## src/rtl/multicycle_ctrl.sv

```systemverilog
// Multi-cycle FETCH/DECODE/EXEC/MEM/WB sequencer for the MIPS-subset datapath.
// Optional macro ILLEGAL_TRAP_EN: illegal instructions halt the core instead of retiring as NOPs.
module multicycle_ctrl #(
  parameter int CNT_W    = 32,
  parameter int ALU_OP_W = 3
) (
  input  logic                clk,
  input  logic                rst,
  input  logic [5:0]          opcode,
  input  logic [5:0]          funct,
  input  logic                Zero,
  input  logic                MemReady,
  output logic                PCWr,
  output logic                IRWr,
  output logic                RegWrite,
  output logic                MemWrite,
  output logic                RegDst,
  output logic                ALUSrc,
  output logic                MemtoReg,
  output logic [ALU_OP_W-1:0] ALUOp,
  output logic [1:0]          NPCOp,
  output logic [2:0]          state,
  output logic [CNT_W-1:0]    retired,
  output logic                illegal
);

  typedef enum logic [2:0] {
    S_FETCH = 3'd0, S_DECODE = 3'd1, S_EXEC = 3'd2,
    S_MEM   = 3'd3, S_WB     = 3'd4, S_HALT = 3'd5
  } state_t;

  // RTYPE is split per funct so later states never need the live funct field.
  typedef enum logic [3:0] {
    C_ILL, C_ADD, C_SUB, C_AND, C_OR, C_SLT,
    C_ADDI, C_ORI, C_LW, C_SW, C_BEQ, C_J
  } cls_t;

  state_t               r_state, w_next;
  cls_t                 r_cls, w_cls;
  logic [CNT_W-1:0]     r_retired;
  logic                 r_illegal;
  logic                 w_pcwr, w_irwr, w_regwrite, w_memwrite;
  logic                 w_regdst, w_alusrc, w_memtoreg;
  logic [ALU_OP_W-1:0]  w_aluop;
  logic [1:0]           w_npcop;

  function automatic logic [ALU_OP_W-1:0] alu_of(input cls_t c);
    case (c)
      C_SUB, C_BEQ: alu_of = ALU_OP_W'(3'b001);
      C_AND:        alu_of = ALU_OP_W'(3'b010);
      C_OR, C_ORI:  alu_of = ALU_OP_W'(3'b011);
      C_SLT:        alu_of = ALU_OP_W'(3'b100);
      default:      alu_of = ALU_OP_W'(3'b000);
    endcase
  endfunction

  always_comb begin
    w_cls = C_ILL;
    case (opcode)
      6'b000000: begin
        case (funct)
          6'b100000: w_cls = C_ADD;
          6'b100010: w_cls = C_SUB;
          6'b100100: w_cls = C_AND;
          6'b100101: w_cls = C_OR;
          6'b101010: w_cls = C_SLT;
          default:   w_cls = C_ILL;
        endcase
      end
      6'b001000: w_cls = C_ADDI;
      6'b001101: w_cls = C_ORI;
      6'b100011: w_cls = C_LW;
      6'b101011: w_cls = C_SW;
      6'b000100: w_cls = C_BEQ;
      6'b000010: w_cls = C_J;
      default:   w_cls = C_ILL;
    endcase
  end

  always_comb begin
    w_next     = r_state;
    w_pcwr     = 1'b0;
    w_irwr     = 1'b0;
    w_regwrite = 1'b0;
    w_memwrite = 1'b0;
    w_regdst   = 1'b0;
    w_alusrc   = 1'b0;
    w_memtoreg = 1'b0;
    w_aluop    = '0;
    w_npcop    = 2'b00;
    case (r_state)
      S_FETCH: begin
        w_irwr = MemReady;
        if (MemReady) w_next = S_DECODE;
      end
      S_DECODE: begin
        if (w_cls == C_J) begin
          w_pcwr  = 1'b1;
          w_npcop = 2'b10;
          w_next  = S_FETCH;
        end else if (w_cls == C_ILL) begin
`ifdef ILLEGAL_TRAP_EN
          w_next = S_HALT;
`else
          w_pcwr = 1'b1;
          w_next = S_FETCH;
`endif
        end else begin
          w_next = S_EXEC;
        end
      end
      S_EXEC: begin
        w_aluop = alu_of(r_cls);
        case (r_cls)
          C_BEQ: begin
            w_pcwr  = 1'b1;
            w_npcop = Zero ? 2'b01 : 2'b00;
            w_next  = S_FETCH;
          end
          C_LW, C_SW: begin
            w_alusrc = 1'b1;
            w_next   = S_MEM;
          end
          C_ADDI, C_ORI: begin
            w_alusrc = 1'b1;
            w_next   = S_WB;
          end
          C_ADD, C_SUB, C_AND, C_OR, C_SLT: w_next = S_WB;
          default: w_next = S_FETCH;
        endcase
      end
      S_MEM: begin
        w_alusrc = 1'b1;
        if (r_cls == C_SW) begin
          w_memwrite = 1'b1;
          if (MemReady) begin
            w_pcwr = 1'b1;
            w_next = S_FETCH;
          end
        end else if (MemReady) begin
          w_next = S_WB;
        end
      end
      S_WB: begin
        w_regwrite = 1'b1;
        w_pcwr     = 1'b1;
        w_next     = S_FETCH;
        w_aluop    = alu_of(r_cls);
        w_alusrc   = (r_cls == C_ADDI) || (r_cls == C_ORI) || (r_cls == C_LW);
        w_regdst   = (r_cls inside {C_ADD, C_SUB, C_AND, C_OR, C_SLT});
        w_memtoreg = (r_cls == C_LW);
      end
      S_HALT:  w_next = S_HALT;
      default: w_next = S_FETCH;
    endcase
  end

  always_ff @(posedge clk or negedge rst) begin
    if (!rst) begin
      r_state   <= S_FETCH;
      r_cls     <= C_ILL;
      r_retired <= '0;
      r_illegal <= 1'b0;
    end else begin
      r_state <= w_next;
      if (r_state == S_DECODE) r_cls <= w_cls;
      if (w_pcwr) r_retired <= r_retired + 1'b1;
      if (r_state == S_DECODE && w_cls == C_ILL) r_illegal <= 1'b1;
    end
  end

  // Enables are gated by reset so nothing can write while rst is held low.
  assign PCWr     = w_pcwr     & rst;
  assign IRWr     = w_irwr     & rst;
  assign RegWrite = w_regwrite & rst;
  assign MemWrite = w_memwrite & rst;
  assign RegDst   = w_regdst;
  assign ALUSrc   = w_alusrc;
  assign MemtoReg = w_memtoreg;
  assign ALUOp    = w_aluop;
  assign NPCOp    = w_npcop;
  assign state    = r_state;
  assign retired  = r_retired;
  assign illegal  = r_illegal;

endmodule

```

## config.mk

```make
export PLATFORM = sky130hd
export DESIGN_NAME = multicycle_ctrl
export DESIGN_NICKNAME = d
export VERILOG_FILES = /design/src/rtl/multicycle_ctrl.sv
export SDC_FILE = /design/constraint.sdc
export NUM_CORES = 1
export LEC_CHECK = 0
export BUFFER_PORTS_ARGS = -buffer_cell sky130_fd_sc_hd__buf_2
export CAP_MARGIN = 25
export CORE_UTILIZATION = 30
export CTS_BUF_LIST = sky130_fd_sc_hd__clkbuf_8
export CTS_CLUSTER_SIZE = 16
export DETAILED_ROUTE_END_ITERATION = 6
export PLACE_DENSITY = 0.62
export SYNTH_ARGS = -nofsm -noshare
export SYNTH_HDL_FRONTEND = slang
export SYNTH_SLANG_ARGS = --single-unit
```

## constraint.sdc

```tcl
create_clock -name clk -period 3.7 [get_ports clk]
set_input_delay 0 -clock clk [delete_from_list [all_inputs] [get_ports clk]]
set_output_delay 0 -clock clk [all_outputs]
set_load 0.02 [all_outputs]
```

# Yosys cells after proc, flatten, opt, wreduce, memory -nomap -nowiden
# Cells that the tools add are included.
# op_classes
reduce_logical	14
eq_ne	29
n_mux	30
add_sub_neg	1
n_bitwise	4
# op_table
operator	count
6-bit == test, second input constant	7
32-bit by 1-bit adder with 32-bit output, second input constant	1
3-bit one-hot mux with 5 select lines	2
4-bit one-hot mux with 7 select lines	1
4-bit by 3-bit == test with 1-bit output, second input constant	4
4-bit == test, second input constant	4
3-bit 2-to-1 mux	5
1-bit 2-to-1 mux	14
6-bit by 4-bit == test with 1-bit output, second input constant	2
3-bit one-hot mux with 4 select lines	1
4-bit by 2-bit == test with 1-bit output, second input constant	2
2-bit OR reduction	4
7-bit OR reduction	1
3-bit by 2-bit == test with 1-bit output, second input constant	2
3-bit == test, second input constant	2
6-bit by 2-bit == test with 1-bit output, second input constant	1
6-bit by 3-bit == test with 1-bit output, second input constant	1
6-bit zero test	1
2-bit 2-to-1 mux	3
3-bit one-hot mux with 2 select lines	1
5-bit nonzero test	1
1-bit AND	4
4-bit by 1-bit == test with 1-bit output, second input constant	1
4-bit zero test	1
10 further kinds	12
# totals
register_bits	40

# Depth between registers and ports, before layout
# Gate-level depths: netlist of run 1.
# logic_depth
word_depth	8
ltp_mapped	10

# Least setup slack after synthesis of run 1
# Ideal clock, no wire load.
# synth_timing
path_kind	reg2reg
start	register r_state[0], in the netlist state[0]
end	register r_retired[21], in the netlist retired[21]
setup_time_ns	0.129
t_required_ns	3.571
setup_slack_ns	1.606
path_stages_with_launch	10
n_path_buf	3
t_arrival_ns	1.965
synth_period_minus_slack_ns	2.094
path_cell_list	dfrtp_1 -> or3b_1 -> clkbuf_1 -> nor2_1 -> o21ai_1 -> o31ai_4 -> buf_6 -> buf_8 -> nand4_2 -> xnor2_1
# synth_between
elab_chain_cells	2
# synth_lines
element	line	text
start, declared	38	state_t r_state, w_next;
start signal, assigned	165	r_state <= w_next;
3-bit == test (tied with other cells)	91	case (r_state)
1-bit one-hot mux with 4 select lines *	91	
end signal, assigned	167	if (w_pcwr) r_retired <= r_retired + 1'b1;
end, declared	40	logic [CNT_W-1:0] r_retired;
# Every way passes the cells marked *; elsewhere a longest branch is shown, timed or not.
# A chain may end at the register's enable or synchronous reset.

# Worst setup path in the final report of run 1
# layout_timing
start	register r_state[0], in the netlist state[0]
end	register r_retired[29], in the netlist retired[29]
# Same word-level chain as after synthesis.

==> flow_summary.toml, run 1 <==
[yosys]
yosysWarnings = 0
ys_async_sr_fraction_pct = 100
synthesis.nets = 271
synth_area_leaders = "dfrtp_1 40%, xnor2_1 11%, and3_1 3.5%, nand4_1 3.2%, nand3_2 3.2%"
synth-edff-count = 0
synth_flop_cell = "dfrtp_1"
synthesis.area_um2 = 2500
ys_seq_area_share_pct = 40.0
synth_top_cell_area_share_pct = 40.0
yosysUniqueCellTypes = 53
yosys_register_bits = 40
netlist.top_cell.by_area = "dfrtp_1"
synthCells = 254
syn_avg_cell_area_um2 = 9.86

[routing]
finalWirelength_um = 5770
drc = 0
num_vias = 2084
postRouteAntennaNets = 0
first_iter_violations = 106
post_drt_wl_per_cell_um = 14.0
firstDrtPassIters = 4
via_per_inst = 5.05

[global_route]
antenna_found_initial = 0
grt_usage_pct = 13.9
grt_pass1_wl_um = 9720
grt_max_degree = 35
grt_pass1_vias = 1956
grt.overflow.total = 0

[floorplan]
core_um2 = 7890
rows = 32
dieArea_um2 = 8720
die_w_um = 93.4
die_h_um = 93.4
start_util_pct = 31.7
io_pins = 64

[clocking]
cts_buffer_depth = 2
cts_tree = "done"
postCtsSetupBuffers = 0
htreeDepth = 2
cts_num_sinks = 40
cts.reportedPaths.clkPinSlew_ns = 0.09
postCtsHoldBufs = 1
cts_root_buf = "clkbuf_8"
cts.repair.resized = 0
cts_buffers = 5
clk_latency_ns = 0.30

[power_and_ir_drop]
vdd_drop_max_mv = 0.201
pwr_density_cell_nw_per_um2 = 529
leakagePower_nw = 1.36

[timing]
tightest_slew_ns = 0.912
period_share_pct = 66.0
rsz0062_at_grt = "no"
final.min_clock_period_ns = 2.44
hold_violations = 0
setup-violations-final = 0
fin_worst_skew_ns = 0.0136
fin_tns_setup_ns = 0
timing.hold.ws_ns = 0.0780
layout_setup_ws_ns = 1.26
slew_viol_final = 0
fmax_mhz = 410
maxSlewHeadroom_pct = 39.2

[placed_design]
routabilityCongestion = 0.751
hpwl_um = 4210
placed_area_um2 = 2860
io_buffers = 63
pre_cts_ws_ns = 1.26

[layout]
finish.instance_area_um2 = 2980
diodes = 0
nNetsFinal = 327
synthToLayoutAreaGrowth_pct = 19.2
drive_above_1_share_pct = 28.9

[flow_run]
drv_cap = 0

[setup_path]
crit_required_ns = 3.93
crit_fanout = 29
timing.rr.end = "retired[29]"
crit_path_start_kind = "register"
worstSetupEndpoint = "retired[29]"
r2r_cells = 7
regToRegStartpoint = "state[0]"
crit_type = "register to register"
endpoint_kind = "register"
startpoint = "state[0]"
rrSetupSlack_ns = 1.26
cp.arrival_ns = 2.68

[status]
status = "finished clean"

[worst_hold_path]
min-delay-path-class = "primary input to register"
==> synthesized netlist by cell type (4+ instances only) <==
| cell | instances |
|---|---|
| xnor2_1 | 32 |
| o21ai_0 | 9 |
| and4_1 | 6 |
| and2_1 | 6 |
| inv_1 | 5 |
| nor3_1 | 9 |
| buf_2 | 4 |
| a21oi_1 | 6 |
| nand3_2 | 8 |
| nor2_1 | 12 |
| nand4_1 | 13 |
| nand3_1 | 11 |
| and3_1 | 14 |
| dfrtp_1 | 40 |
| nand2_1 | 15 |
| clkbuf_1 | 7 |
==> layout make-up <==
type,instances,area [µm²]
multi-input cells,192,1380
repair buffers,66,340
clock buffers,5,68.8
fillers,797,4900
inverters,5,18.8
well taps,102,128
flip-flops and latches,40,1000
clock inverters,3,46.3
==> worst min path at each step <==
stage | startpoint | end | slack, ns | cells after the start
after floorplan | rst | illegal | -0.30 | 0
after global placement | rst | retired[24] | 0.09 | 1
after detailed placement | rst | retired[24] | 0.09 | 1
after CTS | MemReady | state[1] | 0.06 | 3
after global routing | MemReady | state[1] | 0.11 | 3
final | opcode[4] | r_cls[3] | 0.08 | 4
==> power breakdown <==
group | internal, mW | switching [mW] | total, mW | leakage (nW)
registers | 0.497 | 0.122 | 0.619 | 0.539
clock network | 0.203 | 0.166 | 0.369 | 0.0548
logic | 0.209 | 0.382 | 0.592 | 0.770
total | 0.909 | 0.671 | 1.58 | 1.36
==> placed cells by master (no fill, tap or decap), types with 2 or more instances in the layout <==
master and n:
and4b_1 2, nand3_2 8, buf_4 2, nor3_1 9
nand3b_1 3, nand3_1 11, or3_1 2, buf_2 63
xor2_1 3, nand4_2 2, nor4bb_1 3, and4_1 6
o21ai_0 9, nand2b_1 3, nor2b_1 3, a21o_1 2
nand4_1 13, nor3b_1 3, clkbuf_8 5, nor4_1 2
nor2_1 12, dfrtp_1 40, inv_1 5, xnor2_1 32
and3_1 14, a31oi_1 2, and2_1 6, nand2_1 15
a21oi_1 6
==> through the flow <==
stage	util [%]	power, mW	cells
global route	37.8	1.69	413
global placement	36.2	1.21	404
finish	37.8	1.58	413
CTS	37.8	1.60	413
detailed placement	36.2	1.22	404
floorplan	-	1.07	254
==> sequential cells by signal, indices dropped and copies added (netlist names) <==
signal	flops
illegal	1
retired	32
state	3
r_cls	4
==> layer usage <==
layer  GRT usage, %  routed length (µm)  vias up  share of wire (%)
met2           22.1                2740       41                 47
met1           18.6                2660     1012                 46
met3           3.33                 296        6                5.1
li1               -                   -     1025                  -
met5              0                   0        -                  0
met4           4.36                  75        0                1.3
==> cells by family after synthesis <==
group,share of synthesized area (%)
muxes,0.850
and+or+nand+nor,31.5
xor gates and xnor gates,12.2
AOI/OAI and AO/OA,10.1
adders and majority gates,0.500
buffers and inverters,4.85
DFF,40.0
==> critical path: stages (launching register included) <==
cell     delay, ns
dfrtp_1       0.61
or3b_1        0.53
nor2_1        0.27
o21ai_1       0.14
o31ai_4       0.07
buf_4         0.36
and4_1        0.25
xor2_1        0.14
Power figures use the tool's default switching activity.
==> run 2, diff against run 1 <==
==> constraint.sdc (replaced) <==
create_clock -name clk -period 2.36 [get_ports clk]
set_input_delay 0 -clock clk [delete_from_list [all_inputs] [get_ports clk]]
set_output_delay 0 -clock clk [all_outputs]
set_load 0.02 [all_outputs]
==> flow_summary.toml, run 2 (same netlist as run 1, synthesis figures left out) <==
[status]
status = "finished clean"

[floorplan]
die_w_um = 93.4
start_util_pct = 31.7
io_pins = 64
core_um2 = 7890
die_h_um = 93.4
dieArea_um2 = 8720
rows = 32

[clocking]
htreeDepth = 2
cts_root_buf = "clkbuf_8"
cts_buffer_depth = 2
clk_latency_ns = 0.30
cts_num_sinks = 40
cts.reportedPaths.clkPinSlew_ns = 0.09
cts.repair.resized = 0
cts_buffers = 5
postCtsSetupBuffers = 0
cts_tree = "done"

[routing]
postRouteAntennaNets = 0
post_drt_wl_per_cell_um = 13.6
finalWirelength_um = 5780
via_per_inst = 5.07
first_iter_violations = 79
drc = 0
firstDrtPassIters = 4
num_vias = 2150

[worst_hold_path]
min-delay-path-class = "primary input to register"
hp-start = "opcode[4]"
min_path_cells = 4
hold_path_end = "r_cls[2]"

[layout]
drive_above_1_share_pct = 31.4
largest_reg_flops = 32
finish.instance_area_um2 = 3080
diodes = 0
final_cell_mix = "63 x buf_2, 40 x dfrtp_1, 32 x xnor2_1"
fin_cells = 424
nNetsFinal = 338
synthToLayoutAreaGrowth_pct = 23.0
nFillCells = 785
final_common_cell = "buf_2"

[timing]
hold_violations = 0
final.min_clock_period_ns = 2.14
period_share_pct = 90.8
slew_viol_final = 0
tightest_slew_ns = 0.756
maxSlewHeadroom_pct = 49.6
fin_worst_skew_ns = 0.00938
layout_setup_ws_ns = 0.217
rsz0062_at_grt = "no"
fmax_mhz = 467
setup-violations-final = 0
fin_tns_setup_ns = 0

[setup_path]
endpoint_kind = "register"
cp.arrival_ns = 2.37
regToRegStartpoint = "retired[3]"
rrSetupSlack_ns = 0.22
r2r_cells = 7
crit_type = "register to register"
crit_required_ns = 2.59
crit_path_start_kind = "register"
timing.rr.end = "retired[29]"
crit_fanout = 6

[power_and_ir_drop]
pwr_density_cell_nw_per_um2 = 840
total_power_mw = 2.59
vdd_drop_max_mv = 0.311
leakagePower_nw = 1.42

[flow_run]
drv_cap = 0

[placed_design]
io_buffers = 63
pre_cts_ws_ns = 0.0139
dp.cells = 415
placed_area_um2 = 2950
hpwl_um = 4410
routabilityCongestion = 0.734

[global_route]
grt.overflow.total = 0
grt_pass1_vias = 2015
grt_max_degree = 18
grt_pass1_wl_um = 9550
antenna_found_initial = 0
grt_usage_pct = 13.8
==> run 2: worst max path at each step <==
stage,from,depth (start not counted),endpoint,slack (ns)
6_report,retired[3],7,retired[29],0.22
5_1_grt,retired[3],7,retired[29],0.03
4_1_cts,state[1],5,retired[13],0.18
3_5_place_dp,funct[1],9,retired[13],0.01
3_3_place_gp,funct[1],9,retired[5],0.07
2_1_floorplan,state[0],9,retired[21],0.27
==> run 2: cell type report <==
cell class	count	area, µm²	area share [%]
multi-input cells	192	1380	44.9
flip-flops and latches	40	1000	32.5
clock inverters	3	46.3	1.50
inverters	5	18.8	0.610
repair buffers	77	435	14.1
well taps	102	128	4.14
clock buffers	5	68.8	2.23
==> run 2: metrics by stage <==
stage	hold WS, ns	utilization [%]
after detailed placement	-0.0742	37.5
after global routing	0.0954	39.0
after global placement	-0.0751	37.5
after floorplan	-0.296	-
after CTS	0.0543	39.0
final	0.0652	39.0
==> run 2: layer usage <==
layer  track usage, %  wire [µm]  share of wire (%)
met3             3.17        326                5.6
met4             4.62         75                1.3
met2             21.4       2690                 46
met1             18.8       2690                 47
met5                0          0                  0
==> run 2: power by group <==
part           switching (mW)  internal, mW  total (mW)  leakage, nW
Combinational           0.693         0.421        1.11        0.829
Clock                   0.255         0.319       0.574       0.0548
Sequential              0.118         0.780       0.898        0.539
==> run 2: what timing repair did <==
item / in CTS / in global routing
hold endpoints to repair: 40 / 0
hold buffers: 1 / 0
endpoints found under the setup margin: 0 / 0
==> run 2: worst max-delay path, cell delays in order (launching register included) <==
cell and delay [ns]:
dfrtp_1 0.46, and4_1 0.27, and4_1 0.33, and3_1 0.24, and3_1 0.22, and2_1 0.19, and4_1 0.22, xor2_1 0.14
